## config.mk

```make
export PLATFORM = sky130hd
export DESIGN_NAME = spram_arbiter_flat
export DESIGN_NICKNAME = d
export VERILOG_FILES = /design/src/rtl/spram_arb_pkg.sv /design/src/rtl/spram_arbiter_if.sv /design/src/rtl/spram_arbiter_rr_picker.sv /design/src/rtl/spram_arbiter.sv /design/src/flat_wrapper.sv
export SDC_FILE = /design/constraint.sdc
export NUM_CORES = 1
export LEC_CHECK = 0
export ABC_AREA = 1
export BUFFER_PORTS_ARGS = -buffer_cell sky130_fd_sc_hd__buf_2
export CORE_MARGIN = 1.5
export CORE_UTILIZATION = 45
export DETAILED_ROUTE_END_ITERATION = 12
export GPL_ROUTABILITY_DRIVEN = 0
export PLACE_DENSITY = 0.78
export SLEW_MARGIN = 10
export SYNTH_ARGS = -nofsm -noshare
export SYNTH_HDL_FRONTEND = slang
export SYNTH_SLANG_ARGS = --single-unit
```

## constraint.sdc

```tcl
create_clock -name clk -period 4 [get_ports clk]
set_input_delay 1.2 -clock clk [delete_from_list [all_inputs] [get_ports clk]]
set_output_delay 1.2 -clock clk [all_outputs]
set_load 0.02 [all_outputs]
```

## src/rtl/spram_arb_pkg.sv

```systemverilog
// Shared types, default widths and the circular-priority helper for spram_arbiter.
package spram_arb_pkg;

   localparam int unsigned DefAw = 5;
   localparam int unsigned DefDw = 8;
   localparam int unsigned MaxN  = 8;

   typedef enum logic [0:0] {
      StIdle,
      StBurst
   } arb_state_e;

   // Searches the low n bits of req starting at ptr, wrapping to 0; one-hot result or all-zero.
   function automatic logic [MaxN-1:0] rr_pick(input logic [MaxN-1:0] req,
                                                input logic [2:0]      ptr,
                                                input int unsigned     n);
      logic [MaxN-1:0] gnt;
      logic            found;
      logic [3:0]      idx;
      gnt   = '0;
      found = 1'b0;
      for (int unsigned k = 0; k < MaxN; k++) begin
         if (k < n) begin
            idx = {1'b0, ptr} + 4'(k);
            if (idx >= 4'(n)) idx = idx - 4'(n);
            if (!found && req[idx[2:0]]) begin
               gnt[idx[2:0]] = 1'b1;
               found         = 1'b1;
            end
         end
      end
      return gnt;
   endfunction

endpackage

```

## src/rtl/spram_arbiter_if.sv

```systemverilog
// Requester-side and RAM-side signals of spram_arbiter; slave is the arbiter's view.
interface spram_arbiter_if #(
   parameter int unsigned N  = 4,
   parameter int unsigned AW = 5,
   parameter int unsigned DW = 8
);
   logic [N-1:0]    req;
   logic [N-1:0]    lock;
   logic [N-1:0]    we;
   logic [N*AW-1:0] addr;
   logic [N*DW-1:0] wdata;
   logic [N-1:0]    gnt;
   logic [N-1:0]    rvalid;
   logic [DW-1:0]   rdata;
   logic            ram_en;
   logic            ram_we;
   logic [AW-1:0]   ram_addr;
   logic [DW-1:0]   ram_wdata;
   logic [DW-1:0]   ram_rdata;

   modport slave (
      input  req, lock, we, addr, wdata, ram_rdata,
      output gnt, rvalid, rdata, ram_en, ram_we, ram_addr, ram_wdata
   );

   modport master (
      output req, lock, we, addr, wdata, ram_rdata,
      input  gnt, rvalid, rdata, ram_en, ram_we, ram_addr, ram_wdata
   );
endinterface

```

## src/rtl/spram_arbiter_rr_picker.sv

```systemverilog
// Combinational circular picker: rotate by ptr, priority-encode, unrotate; ptr=0 gives fixed priority.
module rr_picker
   import spram_arb_pkg::*;
#(
   parameter int unsigned N  = 4,
   parameter int unsigned IW = $clog2(N)
) (
   input  logic [N-1:0]  req,
   input  logic [IW-1:0] ptr,
   output logic [N-1:0]  gnt,
   output logic [IW-1:0] idx,
   output logic          any
);

   logic [MaxN-1:0] req_w;
   logic [MaxN-1:0] gnt_w;
   logic [2:0]      ptr_w;

   always_comb begin
      req_w         = '0;
      req_w[N-1:0]  = req;
      ptr_w         = '0;
      ptr_w[IW-1:0] = ptr;
      gnt_w         = rr_pick(req_w, ptr_w, N);
      gnt           = gnt_w[N-1:0];
      any           = |gnt_w;
      idx           = '0;
      for (int unsigned i = 0; i < N; i++) begin
         if (gnt[i]) idx = IW'(i);
      end
   end

endmodule

```

## src/rtl/spram_arbiter.sv

```systemverilog
// Round-robin arbiter sharing one single-port RAM between N requesters, with locked bursts.
// Define SPRAM_ARB_FIXED_PRIO_EN to select fixed lowest-index-first priority instead.
module spram_arbiter
   import spram_arb_pkg::*;
#(
   parameter int unsigned N         = 4,
   parameter int unsigned AW        = DefAw,
   parameter int unsigned DW        = DefDw,
   parameter int unsigned MAX_BURST = 4
) (
   input logic            clk,
   input logic            rst,
   spram_arbiter_if.slave bus
);

   localparam int unsigned IW       = $clog2(N);
   localparam logic [3:0]  BurstMax = 4'(MAX_BURST);

   arb_state_e    state_q, state_d;
   logic [3:0]    burst_cnt_q, burst_cnt_d;
   logic [IW-1:0] owner_q, owner_d;
   logic [IW-1:0] rd_owner_q;
   logic          rd_pend_q;

   logic [IW-1:0] pick_ptr, pick_idx, win, ptr_nxt;
   logic [N-1:0]  pick_gnt, gnt_oh;
   logic          pick_any, ptr_upd, en, wr;
   int unsigned   wi;

   function automatic logic [IW-1:0] wrap_inc(input logic [IW-1:0] i);
      return (32'(i) == N - 1) ? '0 : i + 1'b1;
   endfunction

   rr_picker #(
      .N  (N),
      .IW (IW)
   ) u_picker (
      .req (bus.req),
      .ptr (pick_ptr),
      .gnt (pick_gnt),
      .idx (pick_idx),
      .any (pick_any)
   );

`ifdef SPRAM_ARB_FIXED_PRIO_EN
   assign pick_ptr = '0;

   logic unused_ptr;
   assign unused_ptr = ^{ptr_upd, ptr_nxt};
`else
   logic [IW-1:0] rr_ptr_q;

   always_ff @(posedge clk or posedge rst) begin
      if (rst) begin
         rr_ptr_q <= '0;
      end else if (ptr_upd) begin
         rr_ptr_q <= ptr_nxt;
      end
   end

   assign pick_ptr = rr_ptr_q;
`endif

   always_comb begin
      state_d     = state_q;
      burst_cnt_d = burst_cnt_q;
      owner_d     = owner_q;
      gnt_oh      = '0;
      win         = '0;
      ptr_upd     = 1'b0;
      ptr_nxt     = '0;
      unique case (state_q)
         StIdle: begin
            if (pick_any) begin
               gnt_oh  = pick_gnt;
               win     = pick_idx;
               ptr_upd = 1'b1;
               ptr_nxt = wrap_inc(pick_idx);
               if (bus.lock[pick_idx] && (MAX_BURST > 1)) begin
                  state_d     = StBurst;
                  burst_cnt_d = 4'd1;
                  owner_d     = pick_idx;
               end
            end
         end
         StBurst: begin
            if (bus.req[owner_q]) begin
               gnt_oh[owner_q] = 1'b1;
               win             = owner_q;
               burst_cnt_d     = burst_cnt_q + 4'd1;
            end
            // A dropped request ends the burst on an idle cycle.
            if (!bus.req[owner_q] || !bus.lock[owner_q] || burst_cnt_d == BurstMax) begin
               state_d     = StIdle;
               burst_cnt_d = '0;
               ptr_upd     = 1'b1;
               ptr_nxt     = wrap_inc(owner_q);
            end
         end
         default: state_d = StIdle;
      endcase
      if (rst) gnt_oh = '0;
   end

   assign wi            = 32'(win);
   assign en            = |gnt_oh;
   assign wr            = en & bus.we[win];
   assign bus.gnt       = gnt_oh;
   assign bus.ram_en    = en;
   assign bus.ram_we    = wr;
   assign bus.ram_addr  = en ? bus.addr[wi*AW +: AW] : '0;
   assign bus.ram_wdata = en ? bus.wdata[wi*DW +: DW] : '0;

   always_ff @(posedge clk or posedge rst) begin
      if (rst) begin
         state_q     <= StIdle;
         burst_cnt_q <= '0;
         owner_q     <= '0;
         rd_owner_q  <= '0;
         rd_pend_q   <= 1'b0;
      end else begin
         state_q     <= state_d;
         burst_cnt_q <= burst_cnt_d;
         owner_q     <= owner_d;
         rd_owner_q  <= win;
         rd_pend_q   <= en & ~wr;
      end
   end

   // RAM read data is already registered, so return is a pure qualify-and-steer.
   always_comb begin
      bus.rvalid = '0;
      if (rd_pend_q) bus.rvalid[rd_owner_q] = 1'b1;
   end

   assign bus.rdata = rd_pend_q ? bus.ram_rdata : '0;

endmodule

```

## src/flat_wrapper.sv

```systemverilog
// flat-port wrapper written by rule: the top's interface ports become plain ports
module spram_arbiter_flat import spram_arb_pkg::*;
#(
   parameter int unsigned N         = 4,
   parameter int unsigned AW        = DefAw,
   parameter int unsigned DW        = DefDw,
   parameter int unsigned MAX_BURST = 4
)
  (clk, rst, bus_req, bus_lock, bus_we, bus_addr, bus_wdata, bus_ram_rdata, bus_gnt, bus_rvalid, bus_rdata, bus_ram_en, bus_ram_we, bus_ram_addr, bus_ram_wdata);
  spram_arbiter_if #(.N(N), .AW(AW), .DW(DW)) bus_i ();
  input logic clk;
  input logic rst;
  input wire logic [$bits(bus_i.req)-1:0] bus_req;
  input wire logic [$bits(bus_i.lock)-1:0] bus_lock;
  input wire logic [$bits(bus_i.we)-1:0] bus_we;
  input wire logic [$bits(bus_i.addr)-1:0] bus_addr;
  input wire logic [$bits(bus_i.wdata)-1:0] bus_wdata;
  input wire logic [$bits(bus_i.ram_rdata)-1:0] bus_ram_rdata;
  output wire logic [$bits(bus_i.gnt)-1:0] bus_gnt;
  output wire logic [$bits(bus_i.rvalid)-1:0] bus_rvalid;
  output wire logic [$bits(bus_i.rdata)-1:0] bus_rdata;
  output wire logic [$bits(bus_i.ram_en)-1:0] bus_ram_en;
  output wire logic [$bits(bus_i.ram_we)-1:0] bus_ram_we;
  output wire logic [$bits(bus_i.ram_addr)-1:0] bus_ram_addr;
  output wire logic [$bits(bus_i.ram_wdata)-1:0] bus_ram_wdata;
  assign bus_i.req = bus_req;
  assign bus_i.lock = bus_lock;
  assign bus_i.we = bus_we;
  assign bus_i.addr = bus_addr;
  assign bus_i.wdata = bus_wdata;
  assign bus_i.ram_rdata = bus_ram_rdata;
  assign bus_gnt = bus_i.gnt;
  assign bus_rvalid = bus_i.rvalid;
  assign bus_rdata = bus_i.rdata;
  assign bus_ram_en = bus_i.ram_en;
  assign bus_ram_we = bus_i.ram_we;
  assign bus_ram_addr = bus_i.ram_addr;
  assign bus_ram_wdata = bus_i.ram_wdata;
  spram_arbiter #(.N(N), .AW(AW), .DW(DW), .MAX_BURST(MAX_BURST)) u_core (.clk(clk), .rst(rst), .bus(bus_i));
endmodule
```

-- Word level (Yosys, flattened, before mapping)
Cells that the tools add are included.
- bits in registers: 12
- input port bits: 74
- output and inout port bits: 31
- word-level logic and storage cells: 140
- add/sub/neg operators: 10
- multipliers: 1
- $lt $le $gt $ge: 18
- equality and inequality tests: 5
- shift-type cells: 2
- multiplexer cells: 71
- bitwise gates (word level): 7
- reductions and logical operators: 20
- operator list (operator ; count):
    2-to-1 mux 8 bit ; 6
    2-to-1 mux 4 bit ; 9
    indexed part select 20 x 33 -> 5 bit ; 1
    indexed part select 32 x 6 -> 8 bit ; 1
    bitwise OR 8 bit ; 3
    2-to-1 mux 1 bit ; 23
    less-than comparator 3 x 4 -> 1 bit (second input constant) ; 4
    2-to-1 mux 2 bit ; 8
    case mux 4 bit (2 select lines) ; 2
    binary-select mux 1 bit (select 3 bit) ; 4
    demux 1 bit (select 3 bit) ; 4
    greater-or-equal comparator 3 x 1 -> 1 bit (second input constant) ; 4
    less-than comparator 2 x 3 -> 1 bit (second input constant) ; 4
    2-to-1 mux 3 bit ; 4
    greater-or-equal comparator 3 bit (second input constant) ; 3
    logical AND 1 bit ; 9
    subtractor 3 bit (second input constant) ; 3
    binary-select mux 1 bit (select 2 bit) ; 4
    case mux 2 bit (2 select lines) ; 2
    OR reduction 8 bit ; 1
    adder 2 x 2 -> 3 bit (second input constant) ; 2
    zero test 1 bit ; 5
    multiplier 2 x 3 -> 5 bit (second input constant) ; 1
    2-to-1 mux 5 bit ; 1
    17 further kinds ; 26

-- Depth between registers and ports, before layout
- depth in word-level cells: 24
- depth in mapped cells: 18
- mapped depth without buffers: 18

-- Modules after synthesis
From an unflattened synthesis, not the netlist that was laid out.
- cell total of the unflattened synthesis: 359
- area total of the unflattened synthesis: 2119.5 µm²
- by module, submodules not included (module ; times used ; cells each ; area each (µm²) ; sequential area each (µm²)):
    spram_arbiter ; 1 ; 275 ; 1621.6 ; 300.3
    rr_picker ; 1 ; 84 ; 498.0 ; 0.0

-- Worst setup path after synthesis
No wires, ideal clock.
- kind: input to output
- from: in bus_req[3]
- to: out bus_ram_we
- arrival time: 2.870 ns
- required time: 2.800 ns
- slack: -0.070 ns
- stages: 14
- buffers on the path: 1
- path through: nand2_1 nand3_2 nand2_4 nand2_2 inv_2 nand3_1 nand2_2 nor2_8 nand2_1 nand3_1 nand4_1 inv_2 buf_6 nor2_1
- elaborated cells between the ends (all ways): 41
- classes of those cells: mux (29); bitwise (4); reduce/logical (8)
- RTL lines (item ; line ; source):
    start: declaration ; flat_wrapper.sv:13 ; input wire logic [$bits(bus_i.req)-1:0] bus_req;
    binary-select mux 1 bit (select 3 bit) ; spram_arb_pkg.sv:26 ; if (!found && req[idx[2:0]]) begin
    2-to-1 mux 1 bit (not written as such) ; spram_arb_pkg.sv:26 ;
    2-to-1 mux 1 bit ; spram_arb_pkg.sv:26 ;
    zero test 1 bit ; spram_arb_pkg.sv:26 ;
    logical AND 1 bit ; spram_arb_pkg.sv:26 ;
    2-to-1 mux 1 bit ; spram_arb_pkg.sv:26 ;
    zero test 1 bit ; spram_arb_pkg.sv:26 ;
    logical AND 1 bit ; spram_arb_pkg.sv:26 ;
    [... 3 more ...] ; -- ;
    2-to-1 mux 8 bit ; spram_arb_pkg.sv:26 ;
    OR reduction 8 bit ; spram_arbiter_rr_picker.sv:26 ; any = |gnt_w;
    2-to-1 mux 4 bit ; spram_arbiter.sv:74 ; if (pick_any) begin
    case mux 4 bit (2 select lines) * ; spram_arbiter.sv:72 ; unique case (state_q)
    2-to-1 mux 4 bit * ; spram_arbiter.sv:102 ; if (rst) gnt_oh = '0;
    OR reduction 4 bit * ; spram_arbiter.sv:106 ; assign en = |gnt_oh;
    net bus_ram_en ; flat_wrapper.sv:22 ; output wire logic [$bits(bus_i.ram_en)-1:0] bus_ram_en;
    AND 1 bit * ; spram_arbiter.sv:107 ; assign wr = en & bus.we[win];
    end: declaration ; flat_wrapper.sv:23 ; output wire logic [$bits(bus_i.ram_we)-1:0] bus_ram_we;
The timed path passes the listed nets; every way through them passes the cells marked *. The select of a mux whose other input is x is not followed.

-- Worst setup path in the final report
- from: reg u_core.rr_ptr_q[0], in the netlist u_core.pick_ptr[0]
- to: out bus_ram_wdata[4]
- longest elaborated chain between the ends: 21
- elaborated cells between the ends (all ways): 71
- classes of those cells: add/sub (7); order compare (12); shift (1); mux (36); bitwise (3); reduce/logical (12)
- RTL lines (item ; line ; source):
    start: declaration ; spram_arbiter.sv:51 ; logic [IW-1:0] rr_ptr_q;
    start signal: assignment ; spram_arbiter.sv:57 ; rr_ptr_q <= ptr_nxt;
    parallel branches: the longest is 13 deep, another holds less-than comparator 3 x 4 -> 1 bit ; -- ;
    2-to-1 mux 8 bit * ; spram_arb_pkg.sv:26 ;
    2-to-1 mux 1 bit ; spram_arbiter_rr_picker.sv:29 ; if (gnt[i]) idx = IW'(i);
    2-to-1 mux 2 bit (2 in a row) ; spram_arbiter_rr_picker.sv:29 ;
    2-to-1 mux 2 bit ; spram_arbiter.sv:74 ;
    case mux 2 bit (2 select lines) ; spram_arbiter.sv:72 ;
    indexed part select 32 x 6 -> 8 bit ; spram_arbiter.sv:112 ; assign bus.ram_wdata = en ? bus.wdata[wi*DW +: DW] : '0;
    2-to-1 mux 8 bit * ; spram_arbiter.sv:112 ;
    end: declaration ; flat_wrapper.sv:25 ; output wire logic [$bits(bus_i.ram_wdata)-1:0] bus_ram_wdata;
Mark *: on every way between the ends. The select of a mux whose other input is x is not followed.

==> qor.csv <==
stage,metric,value,unit
floorplan,number of I/O pins,105,
timing,"crit path setup slack, layout",-384.3,ps
timing,number of hold-slack violations in the final timing report,0,
yosys,sequential cell area fraction in the yosys report,12.68,%
grt,initial antenna violation count,0,
yosys,number of synthesis warnings,0,
clock_tree,clock sinks,12,
timing,remaining max-slew budget at the tightest pin,71.49,%
yosys,Synth Instances,381,
clock_tree,number of buffers created by CTS,3,
drt,Iteration-0 DRC Markers,296,
job,max-cap check violation count,0,
drt,"antenna viol nets, final",0,
finish,number of nets at the end of the flow,617,
outcome,violations in the final reports,setup timing,
placed_design,input/output buffers,104,
setup_path,Required @ worst endpoint,2800,ps
finish,"most common cell after layout, fill and taps aside",sky130_fd_sc_hd__buf_2,
yosys,average instance area after synthesis,6.217,sq um
clock_tree,CTS tree,done,
floorplan,Core Region,0.005075,sq mm
finish,multi-input combinational cell area,0.002043,sq mm
yosys,Synth Cell Area,0.002369,sq mm
yosys,number of different library cells in the post-synthesis netlist,37,
timing,Fin Clk Skew,1.241,ps
drt,drt total wl,9923,um
finish,layout filler cell count,309,
placed_design,Placed Cells incl. Taps,569,
floorplan,Rows,26,
timing,crit share post-route,109.6,%
grt,vias in the first global route,3101,
grt,Congestion Overflow GR,0,
finish,synth-to-layout area growth,68.89,%
finish,number of antenna cells inserted,0,
floorplan,Starting Density,46.67,%
timing,count of pins over their slew limit,0,
floorplan,Die ar.,0.005708,sq mm
grt,maximum number of pins on one net before global-route repair,29,
timing,number of failing setup endpoints in the final timing report,17,
drt,post-DR wirelength/cell,16.57,um
timing,actual transition at the worst max-transition pin,427.0,ps
timing,final-layout setup total negative slack,-5323,ps
floorplan,y dimension of the die,75.55,um
finish,"Design Area, Final",0.004000,sq mm
clock_tree,worst skew pair latency,250,ps
grt,wire length of the first global-routing pass,14120,um
placed_design,worst slack at placement,-271.1,ps
yosys,syn nets,468,
yosys,synthesis-stage register bit count,12,
timing,upper clock frequency limit,0.2281,GHz
finish,fraction of final layout cells sized beyond drive strength 1,54.63,%
drt,DRC violation count after routing,0,
outcome,result of the run,"finished, violations left",
placed_design,DP HPWL,5438,um
timing,final critical path time including I/O delays and setup,4384,ps
drt,detailed-routing iteration count for the pre-antenna-repair pass,7,
floorplan,horizontal die dimension,75.55,um
clock_tree,worst-case clock buffer depth,2,
clock_tree,library cell used as clock root buffer,sky130_fd_sc_hd__clkbuf_8,
setup_path,Setup crit start kind,register,
placed_design,placed cell area,0.003151,sq mm
grt,GRT Util Overall,31.99,%
setup_path,Worst EP arrival,3180,ps
finish,most frequent cells in the layout,"sky130_fd_sc_hd__buf_2 (83), sky130_fd_sc_hd__nand2_1 (70), sky130_fd_sc_hd__inv_1 (67), sky130_fd_sc_hd__buf_4 (47), sky130_fd_sc_hd__nand3_1 (35)",
clock_tree,number of H-tree levels,1,
drt,detail-routed via count per cell,5.539,
finish,filler-free cell count of the finished design,599,
drt,via total after detailed routing,3318,
setup_path,endpoint kind of the worst setup timing path,output pin,
setup_path,category of the critical setup timing path,register to output pin,
finish,Sequential cell area,301.5,sq um
worst_hold_path,path type of the worst min-delay path,register to register,
setup_path,worst-path fanout max,8,
clock_tree,clock-pin transition on the worst setup and hold timing paths,60,ps
timing,setup repair after global routing missed its margin,true,
[stage by stage]
stage               util [%]  hold slack (ps)
finish                 78.82            542.7
detailed placement     62.08            510.2
CTS                    73.67            523.5
global route           78.82            574.6
global placement       62.08            497.6
floorplan                  -            490.3
[cell type report]
type | count | share of cell area, %
multi-input cells | 275 | 51.08
clock buffers | 4 | 1.376
repair buffers | 159 | 29.93
flip-flops and latches | 12 | 7.538
repair inverters | 1 | 0.1564
well taps | 70 | 2.190
inverters | 78 | 7.726
[final timing paths]
kind                                                      from                              to  slack, ps  depth (start not counted)
worst max-delay path            u_core.pick_ptr[0]$_DFFE_PP0P_                bus_ram_wdata[4]       -380                         17
worst min-delay path            u_core.pick_ptr[1]$_DFFE_PP0P_  u_core.pick_ptr[1]$_DFFE_PP0P_        540                          2
worst max register to register  u_core.pick_ptr[0]$_DFFE_PP0P_   u_core.owner_q[1]$_DFFE_PP0P_        840                         19
worst min register to register  u_core.pick_ptr[1]$_DFFE_PP0P_  u_core.pick_ptr[1]$_DFFE_PP0P_        540                          2
max in group asynchronous                                  rst  u_core.pick_ptr[0]$_DFFE_PP0P_       2730                          3
min in group asynchronous                                  rst   u_core.owner_q[1]$_DFFE_PP0P_       1100                          3
[cells by family after synthesis]
logic type / count (synthesis) / share of synthesized area [%]
buffers and inverters: 94 / 17.54
and+or+nand+nor: 229 / 53.09
DFF: 12 / 12.68
AOI/OAI and AO/OA: 31 / 9.087
xor gates and xnor gates: 2 / 0.7397
adders and majority gates: 13 / 6.868
[layer usage]
layer	up-vias	track usage, %	wire length, um
met1	1550	35.94	3502
met5	-	0	0
met3	59	6.217	634
met2	208	57.50	5136
met4	0	15.87	649
li1	1501	-	-
[cells in the mapped netlist, drive strengths merged]
cell,instances,area share [%]
nand4,8,2.1
ha,13,6.9
a21oi,17,5.0
nor2,17,4.4
o21a,1,0.32
nand3,72,19
clkbuf,3,0.48
o21bai,1,0.32
dfrtp,12,13
inv,77,12
a22oi,1,0.32
nand3b,14,5.9
and3,1,0.26
nand2,108,19
o21ai,11,3.1
nor3b,1,0.53
clkinv,1,0.16
xor2,2,0.74
buf,13,4.6
nor3,5,1.1
or2,3,0.79
[flip-flops by register name, indices dropped and copies added (netlist names)]
| register | cells |
|---|---|
| u_core.owner_q | 2 |
| u_core.rd_owner_q | 2 |
| u_core.state_q | 1 |
| u_core.burst_cnt_q | 4 |
| u_core.rd_pend_q | 1 |
| u_core.pick_ptr | 2 |
[critical path: stages, from the launching register on]
cell and delay [ps]:
sky130_fd_sc_hd__dfrtp_2 470, sky130_fd_sc_hd__inv_4 190, sky130_fd_sc_hd__ha_2 350, sky130_fd_sc_hd__inv_1 180, sky130_fd_sc_hd__nand3_4 120, sky130_fd_sc_hd__inv_1 90
sky130_fd_sc_hd__nor2_1 60, sky130_fd_sc_hd__nand3_1 110, sky130_fd_sc_hd__nand3_2 130, sky130_fd_sc_hd__nor2_4 210, sky130_fd_sc_hd__nand2_2 100, sky130_fd_sc_hd__nand3_2 110
sky130_fd_sc_hd__nand4_1 200, sky130_fd_sc_hd__inv_2 160, sky130_fd_sc_hd__buf_12 120, sky130_fd_sc_hd__buf_16 120, sky130_fd_sc_hd__a21oi_2 40, sky130_fd_sc_hd__buf_4 150
[timing repair]
| item | 4_1_cts | 5_1_grt |
|---|---|---|
| gates cloned | 3 | 1 |
| pin swaps | 17 | 12 |
| setup buffers | 17 | 6 |
| setup endpoints to repair | 14 | 17 |
| hold buffers | 0 | 0 |
| resized for setup | 90 | 51 |
Power is not shown: default switching activity piles up to over one toggle a cycle in this logic, so the estimate is an artifact.
